File: src/rtl/jam_job_controller.sv
// Host-side sequencer: loads an 8x8 cost table, runs the assignment engine, reports results.
// Optional macro JAM_TABLE_KEEP_EN keeps the loaded table valid across runs (reload only after RST).
module jam_job_controller #(
   parameter int COST_W     = 7,
   parameter int TMO_CYCLES = 524288,
   parameter int ARM_CYCLES = 2
) (
   input  logic              CLK,
   input  logic              RST,
   input  logic              ld_valid,
   input  logic [COST_W-1:0] ld_data,
   output logic              ld_ready,
   input  logic              start,
   output logic              busy,
   output logic              done,
   output logic [9:0]        res_min,
   output logic [3:0]        res_cnt,
   output logic              err_timeout,
   output logic              jam_rst,
   input  logic [2:0]        jam_W,
   input  logic [2:0]        jam_J,
   output logic [COST_W-1:0] jam_cost,
   input  logic [9:0]        jam_min,
   input  logic [3:0]        jam_cnt,
   input  logic              jam_valid
);

   localparam int               CNT_W    = 20;
   localparam logic [CNT_W-1:0] ARM_LAST = CNT_W'(ARM_CYCLES - 1);
   localparam logic [CNT_W-1:0] TMO_LAST = CNT_W'(TMO_CYCLES - 1);

   typedef enum logic [1:0] {
      S_IDLE    = 2'd0,
      S_ARM     = 2'd1,
      S_RUN     = 2'd2,
      S_CAPTURE = 2'd3
   } state_t;

   state_t            state_q, state_d;
   logic [CNT_W-1:0]  cyc_q, cyc_d;
   logic [5:0]        ld_ptr_q, ld_ptr_d;
   logic              table_full_q, table_full_d;
   logic [9:0]        res_min_q, res_min_d;
   logic [3:0]        res_cnt_q, res_cnt_d;
   logic              err_timeout_q, err_timeout_d;
   logic [COST_W-1:0] cost_tbl_q [64];
   logic [COST_W-1:0] cost_tbl_d [64];

   logic ld_fire;
   logic start_ok;
   logic arm_last;
   logic run_tmo;

   assign ld_fire  = ld_valid & ld_ready;
   assign start_ok = (state_q == S_IDLE) & start & table_full_q;
   assign arm_last = (state_q == S_ARM) & (cyc_q == ARM_LAST);
   assign run_tmo  = (state_q == S_RUN) & (cyc_q == TMO_LAST);

   // The engine samples Cost in the same cycle it drives W/J, so this read must stay combinational.
   assign jam_cost    = cost_tbl_q[{jam_W, jam_J}];
   assign res_min     = res_min_q;
   assign res_cnt     = res_cnt_q;
   assign err_timeout = err_timeout_q;

   always_ff @(posedge CLK or posedge RST) begin
      if (RST) begin
         state_q <= S_IDLE;
      end else begin
         state_q <= state_d;
      end
   end

   always_comb begin
      state_d = state_q;
      case (state_q)
         S_IDLE: begin
            if (start_ok) begin
               state_d = S_ARM;
            end
         end
         S_ARM: begin
            if (arm_last) begin
               state_d = S_RUN;
            end
         end
         S_RUN: begin
            if (jam_valid || run_tmo) begin
               state_d = S_CAPTURE;
            end
         end
         S_CAPTURE: begin
            state_d = S_IDLE;
         end
         default: begin
            state_d = S_IDLE;
         end
      endcase
   end

   always_comb begin
      ld_ready = 1'b0;
      busy     = 1'b1;
      done     = 1'b0;
      jam_rst  = 1'b1;
      case (state_q)
         S_IDLE: begin
            busy     = 1'b0;
            ld_ready = ~table_full_q;
         end
         S_RUN: begin
            jam_rst = 1'b0;
         end
         S_CAPTURE: begin
            done = 1'b1;
         end
         default: begin
         end
      endcase
   end

   always_comb begin
      cyc_d         = '0;
      ld_ptr_d      = ld_ptr_q;
      table_full_d  = table_full_q;
      res_min_d     = res_min_q;
      res_cnt_d     = res_cnt_q;
      err_timeout_d = err_timeout_q;

      // The 64th write wraps the pointer back to 0 and marks the table usable.
      if (ld_fire) begin
         ld_ptr_d = ld_ptr_q + 6'd1;
         if (ld_ptr_q == 6'd63) begin
            table_full_d = 1'b1;
         end
      end

      if (start_ok) begin
         err_timeout_d = 1'b0;
      end

      case (state_q)
         S_ARM: begin
            cyc_d = arm_last ? '0 : cyc_q + CNT_W'(1);
         end
         S_RUN: begin
            cyc_d = cyc_q + CNT_W'(1);
            // A result arriving on the timeout cycle still counts as a normal completion.
            if (jam_valid) begin
               res_min_d = jam_min;
               res_cnt_d = jam_cnt;
            end else if (run_tmo) begin
               res_min_d     = 10'd1023;
               res_cnt_d     = 4'd0;
               err_timeout_d = 1'b1;
            end
         end
`ifdef JAM_TABLE_KEEP_EN
         S_CAPTURE: begin
            table_full_d = table_full_q;
         end
`else
         S_CAPTURE: begin
            table_full_d = 1'b0;
         end
`endif
         default: begin
         end
      endcase
   end

   always_comb begin
      for (int i = 0; i < 64; i++) begin
         cost_tbl_d[i] = (ld_fire && (ld_ptr_q == 6'(i))) ? ld_data : cost_tbl_q[i];
      end
   end

   always_ff @(posedge CLK or posedge RST) begin
      if (RST) begin
         cyc_q         <= '0;
         ld_ptr_q      <= '0;
         table_full_q  <= 1'b0;
         res_min_q     <= '0;
         res_cnt_q     <= '0;
         err_timeout_q <= 1'b0;
      end else begin
         cyc_q         <= cyc_d;
         ld_ptr_q      <= ld_ptr_d;
         table_full_q  <= table_full_d;
         res_min_q     <= res_min_d;
         res_cnt_q     <= res_cnt_d;
         err_timeout_q <= err_timeout_d;
      end
   end

   always_ff @(posedge CLK or posedge RST) begin
      if (RST) begin
         for (int i = 0; i < 64; i++) begin
            cost_tbl_q[i] <= '0;
         end
      end else begin
         for (int i = 0; i < 64; i++) begin
            cost_tbl_q[i] <= cost_tbl_d[i];
         end
      end
   end

endmodule

File: config.mk
export PLATFORM = sky130hd
export DESIGN_NAME = jam_job_controller
export DESIGN_NICKNAME = d
export VERILOG_FILES = /design/src/rtl/jam_job_controller.sv
export SDC_FILE = /design/constraint.sdc
export NUM_CORES = 1
export LEC_CHECK = 0
export BUFFER_PORTS_ARGS = -buffer_cell sky130_fd_sc_hd__buf_2
export CAP_MARGIN = 20
export CORE_ASPECT_RATIO = 0.5
export CORE_UTILIZATION = 63
export DETAILED_ROUTE_END_ITERATION = 16
export PLACE_DENSITY = 0.8
export SYNTH_ARGS = -nofsm -noshare
export SYNTH_HDL_FRONTEND = slang
export SYNTH_SLANG_ARGS = --single-unit
File: constraint.sdc
create_clock -name CLK -period 17.8 [get_ports CLK]
set_clock_uncertainty 0.15 [all_clocks]
set_input_delay 1.78 -clock CLK [delete_from_list [all_inputs] [get_ports CLK]]
set_output_delay 1.78 -clock CLK [all_outputs]
set_load 0.005 [all_outputs]
Word level (Yosys, flattened, before mapping)
Index checks and enable logic that the tools add are counted.
{"block": "totals", "word_cells": 249, "n_memories": 0, "rom_bits": 0, "out_inout_bits": 26, "mem_bits_rw": 0, "latchBits": 0, "register_bits": 492, "inputBits": 32}
{"block": "classes", "addsub": 2, "magnitude_cmp": 1, "shift": 0, "bitwise": 7, "mul": 0, "div": 0, "eq_ne": 71, "reduce_logical": 73, "n_mux": 24}
{"op": "== test 6 bit (second input constant)", "n": 32}
{"op": "== test 6 x 5 -> 1 bit (second input constant)", "n": 16}
{"op": "logical AND 1 bit", "n": 64}
{"op": "== test 6 x 4 -> 1 bit (second input constant)", "n": 8}
{"op": "binary-select mux 7 bit (select 6 bit)", "n": 1}
{"op": "case mux 20 bit (2 select lines)", "n": 1}
{"op": "== test 6 x 3 -> 1 bit (second input constant)", "n": 4}
{"op": "adder 20 x 1 -> 20 bit (second input constant)", "n": 1}
{"op": "== test 20 x 1 -> 1 bit (second input constant)", "n": 1}
{"op": "== test 20 x 19 -> 1 bit (second input constant)", "n": 1}
{"op": "2-to-1 mux 10 bit", "n": 2}
{"op": "2-to-1 mux 20 bit", "n": 1}
{"op": "2-to-1 mux 7 bit", "n": 2}
{"op": "== test 6 x 2 -> 1 bit (second input constant)", "n": 2}
{"op": "2-to-1 mux 1 bit", "n": 11}
{"op": "2-to-1 mux 4 bit", "n": 2}
{"op": "case mux 2 bit (4 select lines)", "n": 1}
{"op": "greater-or-equal comparator 7 bit (second input constant)", "n": 1}
{"op": "inverter 6 -> 7 bit", "n": 1}
{"op": "adder 6 x 1 -> 6 bit (second input constant)", "n": 1}
{"op": "== test 6 x 1 -> 1 bit (second input constant)", "n": 1}
{"op": "logical NOT 6 bit", "n": 1}
{"op": "2-to-1 mux 2 bit", "n": 3}
{"op": "nonzero test 2 bit", "n": 3}
{"op": "other kinds (10)", "n": 17}

Logic depth before layout (Yosys ltp)
Gate-level depths: netlist of run 1.
{"block": "depth", "ltp_word": 7, "mapped_depth": 9, "depth_no_buf": 7}

Worst setup path before layout of run 1
No wires, ideal clock.
{"block": "synth_path", "path_type": "in2out", "startpoint": "input jam_J[0]", "endpoint": "output jam_cost[5]", "required_time_ps": 15870, "cell_stages": 6, "setup_slack_ps": 12721, "arrival_ps": 3149, "path_cell_list": "buf_6 > buf_6 > mux4_1 > a221oi_1 > o21ai_1 > a22o_1"}
{"block": "synth_between", "elab_chain_len": 4}
{"item": "start: declaration", "line_no": "21", "text": "input logic [2:0] jam_J,"}
{"item": "inverter 6 -> 7 bit (not written as such)", "line_no": "60", "text": "assign jam_cost = cost_tbl_q[{jam_W, jam_J}];"}
{"item": "binary-select mux 7 bit (select 6 bit)", "line_no": "60"}
{"item": "2-to-1 mux 7 bit (not written as such) (2 in series)", "line_no": "60"}
{"item": "end: declaration", "line_no": "22", "text": "output logic [COST_W-1:0] jam_cost,"}
No other way between the ends. The select of a mux whose other input is x is not followed.

Worst setup path after layout of run 1
{"block": "layout_path", "startpoint": "input jam_J[1]", "endpoint": "output jam_cost[6]"}
The elaborated chain is that of the path after synthesis.

==> metrics.cfg, run 1 <==
[clock_network]
postCtsSetupBuffers=0
clock_sinks=492
h-tree-depth=2
clk_pin_slew_ns=0.07
clk_latency_ns=0.56
numCtsBuffers=43
root_buffer=clkbuf_16
cts_tree=yes
clk_path_buf_depth=3
post_cts_resize_count=0
cts_hold_buf=0

[logic_synthesis]
yosys_register_bits=492
synth-seq-area-share_pct=53.20
synth.top_cell.area_share_pct=53.20
syn-cell-area_um2=23140
synthFlopType=dfrtp_1
synth.most_common_cell=dfrtp_1
netlist_instances=1514
synth_edf_count=0
synth_common_cells=492 x dfrtp_1, 415 x mux2_2, 92 x mux4_2, 56 x clkbuf_1, 37 x mux2_1
ys_async_sr_fraction_pct=100.0
synthTopCellsByArea=dfrtp_1 53%, mux2_2 20%, mux4_2 9.0%
ys_types=56
postSynthAreaPerCell_um2=15.28
ys_warn_count=0
synth_nets=1557
yosys.area.top_type=dfrtp_1

[sta]
fin_crit_sh_pct=37.83
slew_violations=0
relSlewSlack_pct=22.59
hold_viol=0
rsz0062_at_grt=false
worst_pin_slew_ns=1.161
max_freq_mhz=148.5
fin_ws_ns=11.07
period_minus_slack_ns=6.734
setup_viol=0
tns_ns=0

[final_layout]
fill_cells=2353
multiInputGateArea_um2=10090
synthToLayoutAreaGrowth_pct=8.143
fin_cells=2032
drive_above_1_share_pct=45.77
area.sequential_um2=12310
layout.nets=1561
final_area_um2=25030

[worst_setup_path]
crit_path_frequent_cell=buf_4
reg2regPathDepth=6
slowest_delay_ns=0.85
start_kind=input port
cp_max_fo=62
crit_start=jam_J[1]
crit_type=in2out
cp.required_ns=15.87
critPathCaptureType=primary output
cp_slowest_cell=buf_4
crit_path_end=jam_cost[6]
reg2reg_to=cost_tbl_q[305]$_DFFE_PP0P_
path_cells=buf_4 -> buf_4 -> mux4_2 -> mux2i_1 -> o21ai_1 -> o2111ai_1 -> o31ai_1 -> buf_2
worst-r2r-setup-slack_ns=14.23
cp_num_buf_inv=3
r2r-start=state_q[0]$_DFFE_PP0P_
worstPathArrival_ns=4.80
crit_cells=8
cp_top_family=buffers and inverters

[placed_design]
place_ws_ns=11.09
place_area_um2=23470
placed_cells=1949
dp_hpwl_mm=34.01
place_congestion=0.8700
io_buffers=57

[power_and_ir_drop]
ir_drop_mv=0.1070
power.density_nw_per_um2=110.6
power.leakage_uw=0.01197

[min_path]
hp-class=reg2reg
min_path_cells=1

[global_routing]
grt_pass1_wl_mm=83.70
grt_overflow_total=0
grt_util_all_layers_pct=29.71
grt_pass1_vias=13950
grt_max_degree=124
antenna_found_initial=1

[floorplanning]
ios=58
die_w_um=273.0
die_y_um=137.5
die-area_um2=37550
start_util_pct=64.19
rows=49
design.core.area_um2=36050

[flow_run]
maxCapViolCount=0

[status]
status=finished clean

[route]
viasPerCell=6.584
ant_nets=0
vias=13380
firstDrtPassIters=5
drt_iter0_drc=1249
avgRoutedWirePerCell_um=26.19
routed_wl_mm=53.22
drc=0

-- final cells by class --
type	instances	area share, %
antenna	1	0.009999
clock buffer	59	4.990
clock inverter	15	0.5450
inverter	11	0.1950
multi-input combinational	891	40.33
sequential	492	49.20
tap	484	2.420
timing repair buffer	79	2.310
-- worst register-to-register path, stage by stage (launching register included) --
cell and delay [ns]:
dfrtp_1 0.42, inv_1 0.13, ha_1 0.26, and3b_1 0.54, nand3b_2 0.76, nor2_2 0.78, mux2_2 0.41
-- logic make-up after synthesis --
group                      count (synthesis)  synth area share, %
muxes                                    588                34.12
DFF                                      492                53.20
and+or+nand+nor                          179                5.131
buffers and inverters                    131                3.179
AOI/OAI and AO/OA                         90                2.904
xor gates and xnor gates                  23               0.8705
adders and majority gates                 11               0.5947
-- where the power goes --
part / switching [µW] / internal (µW)
logic: 274 / 218
registers: 82.6 / 1260
clock network: 417 / 520
total: 774 / 1990
-- cell usage in the layout (no fill, tap or decap), types with 4 or more instances in the layout --
cell type and n:
a211oi_1 5, a21oi_1 9, a221oi_1 8, a22o_1 6
a32o_1 4, and2_1 4, and3_1 6, and3b_1 4
buf_12 8, buf_2 54, buf_4 16, clkbuf_1 7
clkbuf_16 45, clkbuf_8 7, clkinv_2 9, dfrtp_1 492
ha_1 11, inv_1 10, mux2_1 37, mux2_2 415
mux2i_1 26, mux4_1 18, mux4_2 92, nand2_1 29
nand2b_1 7, nand3_1 19, nand3_2 14, nand3_4 10
nand4_1 8, nor2_1 32, nor2_2 17, nor2_4 10
o21ai_0 8, o21ai_1 9, o221ai_1 10, o22a_1 10
o22ai_1 10, xnor2_1 10, xor2_1 13
-- layer usage --
metal,global-route usage (%),part of all wire [%]
met5,0,0
met4,7.200,2.2
met3,6.152,7.1
met2,47.19,47
met1,42.65,43
-- sequential cells by signal, indices dropped and copies added, names as in the netlist --
name and count:
table_full_q 1, res_cnt 4, res_min 10, cost_tbl_q 448, err_timeout 1, ld_ptr_q 6
cyc_q 20, state_q 2
-- how the worst min path moves through the flow --
stage	endpoint	slack (ns)	start
after floorplan	cost_tbl_q[10]$_DFFE_PP0P_	0.31	cost_tbl_q[10]$_DFFE_PP0P_
after global placement	cost_tbl_q[10]$_DFFE_PP0P_	0.32	cost_tbl_q[10]$_DFFE_PP0P_
after detailed placement	cost_tbl_q[10]$_DFFE_PP0P_	0.33	cost_tbl_q[10]$_DFFE_PP0P_
after CTS	cost_tbl_q[10]$_DFFE_PP0P_	0.34	cost_tbl_q[10]$_DFFE_PP0P_
after global routing	cost_tbl_q[419]$_DFFE_PP0P_	0.36	cost_tbl_q[419]$_DFFE_PP0P_
final	cost_tbl_q[10]$_DFFE_PP0P_	0.34	cost_tbl_q[10]$_DFFE_PP0P_
-- metrics by stage --
step,utilization [%],hold WS (ns),power (µW)
finish,69.42,0.3380,2767
global route,69.42,0.3608,2872
global placement,65.05,0.3181,1802
detailed placement,65.10,0.3268,1836
CTS,68.95,0.3417,2767
floorplan,-,0.3087,1692
No activity file was read; power rests on OpenSTA's default activity.
==> inputs of run 2 (changes only) <==
--- a/config.mk
+++ b/config.mk
@@ -5,12 +5,13 @@
 export SDC_FILE = /design/constraint.sdc
 export NUM_CORES = 1
 export LEC_CHECK = 0
+export ABC_AREA = 1
 export BUFFER_PORTS_ARGS = -buffer_cell sky130_fd_sc_hd__buf_2
 export CAP_MARGIN = 20
 export CORE_ASPECT_RATIO = 0.5
-export CORE_UTILIZATION = 63
+export CORE_UTILIZATION = 57
 export DETAILED_ROUTE_END_ITERATION = 16
-export PLACE_DENSITY = 0.8
+export PLACE_DENSITY = 0.77
 export SYNTH_ARGS = -nofsm -noshare
 export SYNTH_HDL_FRONTEND = slang
 export SYNTH_SLANG_ARGS = --single-unit
==> constraint.sdc (replaced) <==
create_clock -name CLK -period 5.9 [get_ports CLK]
set_clock_uncertainty 0.15 [all_clocks]
set_input_delay 0.59 -clock CLK [delete_from_list [all_inputs] [get_ports CLK]]
set_output_delay 0.59 -clock CLK [all_outputs]
set_load 0.005 [all_outputs]
==> metrics.cfg, run 2 <==
[logic_synthesis]
ys_types=30
synth_edf_count=0
synth.most_common_cell=nand2_1
netlist_instances=2868
synth_common_cells=1108 x nand2_1, 492 x dfrtp_1, 398 x nand3_1, 311 x o21ai_0, 126 x o21ai_1
yosys.area.top_type=dfrtp_1
synth_nets=2911
yosys_register_bits=492
synth.top_cell.area_share_pct=53.11
synthFlopType=dfrtp_1
ys_async_sr_fraction_pct=100.0
synth-seq-area-share_pct=53.11
postSynthAreaPerCell_um2=8.083
syn-cell-area_um2=23180
synthTopCellsByArea=dfrtp_1 53%, nand2_1 18%, nand3_1 8.6%
ys_warn_count=0

[worst_setup_path]
worstPathArrival_ns=3.32
start_kind=input port
cp_slowest_cell=clkinv_2
cp.required_ns=5.16
slowest_delay_ns=0.84
critPathCaptureType=primary output
cp_max_fo=65
path_cells=buf_4 -> clkinv_2 -> buf_12 -> nand3_1 -> nand3_1 -> nand2_1 -> nand2_1 -> nand3_1 -> nand3_1 -> nand2_1 -> buf_2
crit_path_frequent_cell=nand3_1
crit_type=in2out

[clock_network]
numCtsBuffers=43
cts_tree=yes
root_buffer=clkbuf_16
clk_latency_ns=0.55
clk_pin_slew_ns=0.07
clock_sinks=492
h-tree-depth=2
postCtsSetupBuffers=0
clk_path_buf_depth=3

[final_layout]
largest_register_ffs=448
mostFrequentLayoutCell=nand2_1
final_area_um2=24670
layout.nets=2825
top_register=cost_tbl_q
synthToLayoutAreaGrowth_pct=6.417
fin_cells=3344
final_cell_mix=1108 x nand2_1, 492 x dfrtp_1, 398 x nand3_1, 311 x o21ai_0, 126 x o21ai_1
drive_above_1_share_pct=7.285
antenna_cells=0

[flow_run]
maxCapViolCount=0

[sta]
max_freq_mhz=246.5
rsz0062_at_grt=false
setup_viol=0
slew_violations=0
hold_viol=0
worst_pin_slew_ns=1.085
period_minus_slack_ns=4.057
relSlewSlack_pct=27.64
holdWs_ns=0.08798
fin_crit_sh_pct=68.76

[route]
viasPerCell=5.762
drc=0
dr.max_layer_used=met5
met2_length_mm=25.44
avgRoutedWirePerCell_um=17.83
wl_met1_mm=27.33
drt_iter0_drc=2606
met3_length_mm=5.794
routed_wl_mm=59.62
vias=19270
ant_nets=0
firstDrtPassIters=6

[power_and_ir_drop]
p_clk_share_pct=33.6
power.density_nw_per_um2=358.7
p_seq_share_pct=48.2
switchingPower_uw=2696
p_total_uw=8850
ir_drop_mv=0.2300
p_comb_share_pct=18.3
power.leakage_uw=0.01136
swShare_pct=30.46
internal-power_uw=6154

[global_routing]
grt_pass1_vias=17350
grt_pass1_wl_mm=95.95
grt_util_all_layers_pct=29.28
antenna_found_initial=1
grt_overflow_total=0
grt_max_degree=185

[min_path]
hp-class=in2reg

[placed_design]
place_congestion=0.9090
place_area_um2=23180
placed_cells=3265
dp_hpwl_mm=34.80
io_buffers=57

[floorplanning]
start_util_pct=58.69
die_y_um=144.6
design.core.area_um2=39500
die-area_um2=41530
die_w_um=287.2
ios=58
rows=51

[status]
status=finished clean

-- run 2: changes by cell type after synthesis, moves of 18 or more --
cell,change
nor2_1,+42
clkbuf_1,+41
o21ai_0,+303
mux2_2,-415
nand2_1,+1079
nand3_1,+379
mux2_1,-37
buf_6,+31
mux4_2,-92
mux2i_1,-26
o21ai_1,+117
inv_1,+30
mux4_1,-18
buf_2,+18
-- run 2: area by class of cell --
type                       instances  area, µm²
inverter                          51      203.9
multi-input combinational       2116       9479
fill                            3318      14830
sequential                       492      12310
clock buffer                      58       1255
timing repair buffer              78      544.3
tap                              530      663.1
clock inverter                    19      212.7
-- run 2: worst paths after layout --
path	from	end	slack, ns	cells past startpoint
worst min register to register	res_cnt[0]$_DFFE_PP0P_	res_cnt[0]$_DFFE_PP0P_	0.33	2
worst max register to register	state_q[0]$_DFFE_PP0P_	cost_tbl_q[436]$_DFFE_PP0P_	3.06	8
worst min-delay path	jam_cnt[2]	res_cnt[2]$_DFFE_PP0P_	0.09	3
max in group asynchronous	RST	cost_tbl_q[18]$_DFFE_PP0P_	3.69	4
min in group asynchronous	RST	cost_tbl_q[407]$_DFFE_PP0P_	0.50	3
worst max-delay path	jam_J[1]	jam_cost[4]	1.84	11
-- run 2: repair_timing --
| item | 4_1_cts | 5_1_grt |
|---|---|---|
| hold buffers | 1 | 0 |
| resized for setup | 0 | 0 |
| endpoints found under the setup margin | 0 | 0 |
| endpoints found under the hold margin | 20 | 0 |
-- run 2: kinds of logic after synthesis --
group / Yosys count / synth area share (%)
flops: 492 / 53.11
simple gates: 1630 / 29.53
compound gates: 458 / 10.12
buf+inv: 260 / 6.002
xor+xnor: 17 / 0.6423
fa+ha+maj: 11 / 0.5937
-- run 2: metrics by stage --
step | setup TNS (ns) | utilization [%] | setup WS [ns]
final | 0 | 62.46 | 1.843
after global routing | 0 | 62.46 | 1.726
after CTS | 0 | 62.42 | 1.908
after detailed placement | 0 | 58.68 | 1.961
after global placement | 0 | 58.59 | 1.967
after floorplan | -744.19 | - | -1.513
-- run 2: metal layers --
metal / track usage, % / up-vias
li1: - / 9176
met1: 43.68 / 9187
met2: 42.79 / 825
met3: 7.508 / 78
met4: 6.607 / 2
met5: 0 / -
-- run 2: critical path, delay by kind of cell --
family / cells / cell delay [ns]
and+or+nand+nor: 7 / 0.80
buffers and inverters: 4 / 1.86
-- run 2: power groups by stage --
stage / sequential (µW) / clock (µW) / combinational (µW)
6_report: 4260 / 2970 / 1620
5_1_grt: 4320 / 3140 / 1840
4_1_cts: 4250 / 3000 / 1600
3_5_place_dp: 4300 / 0 / 1600
3_3_place_gp: 4290 / 0 / 1530
2_1_floorplan: 4230 / 0 / 1210
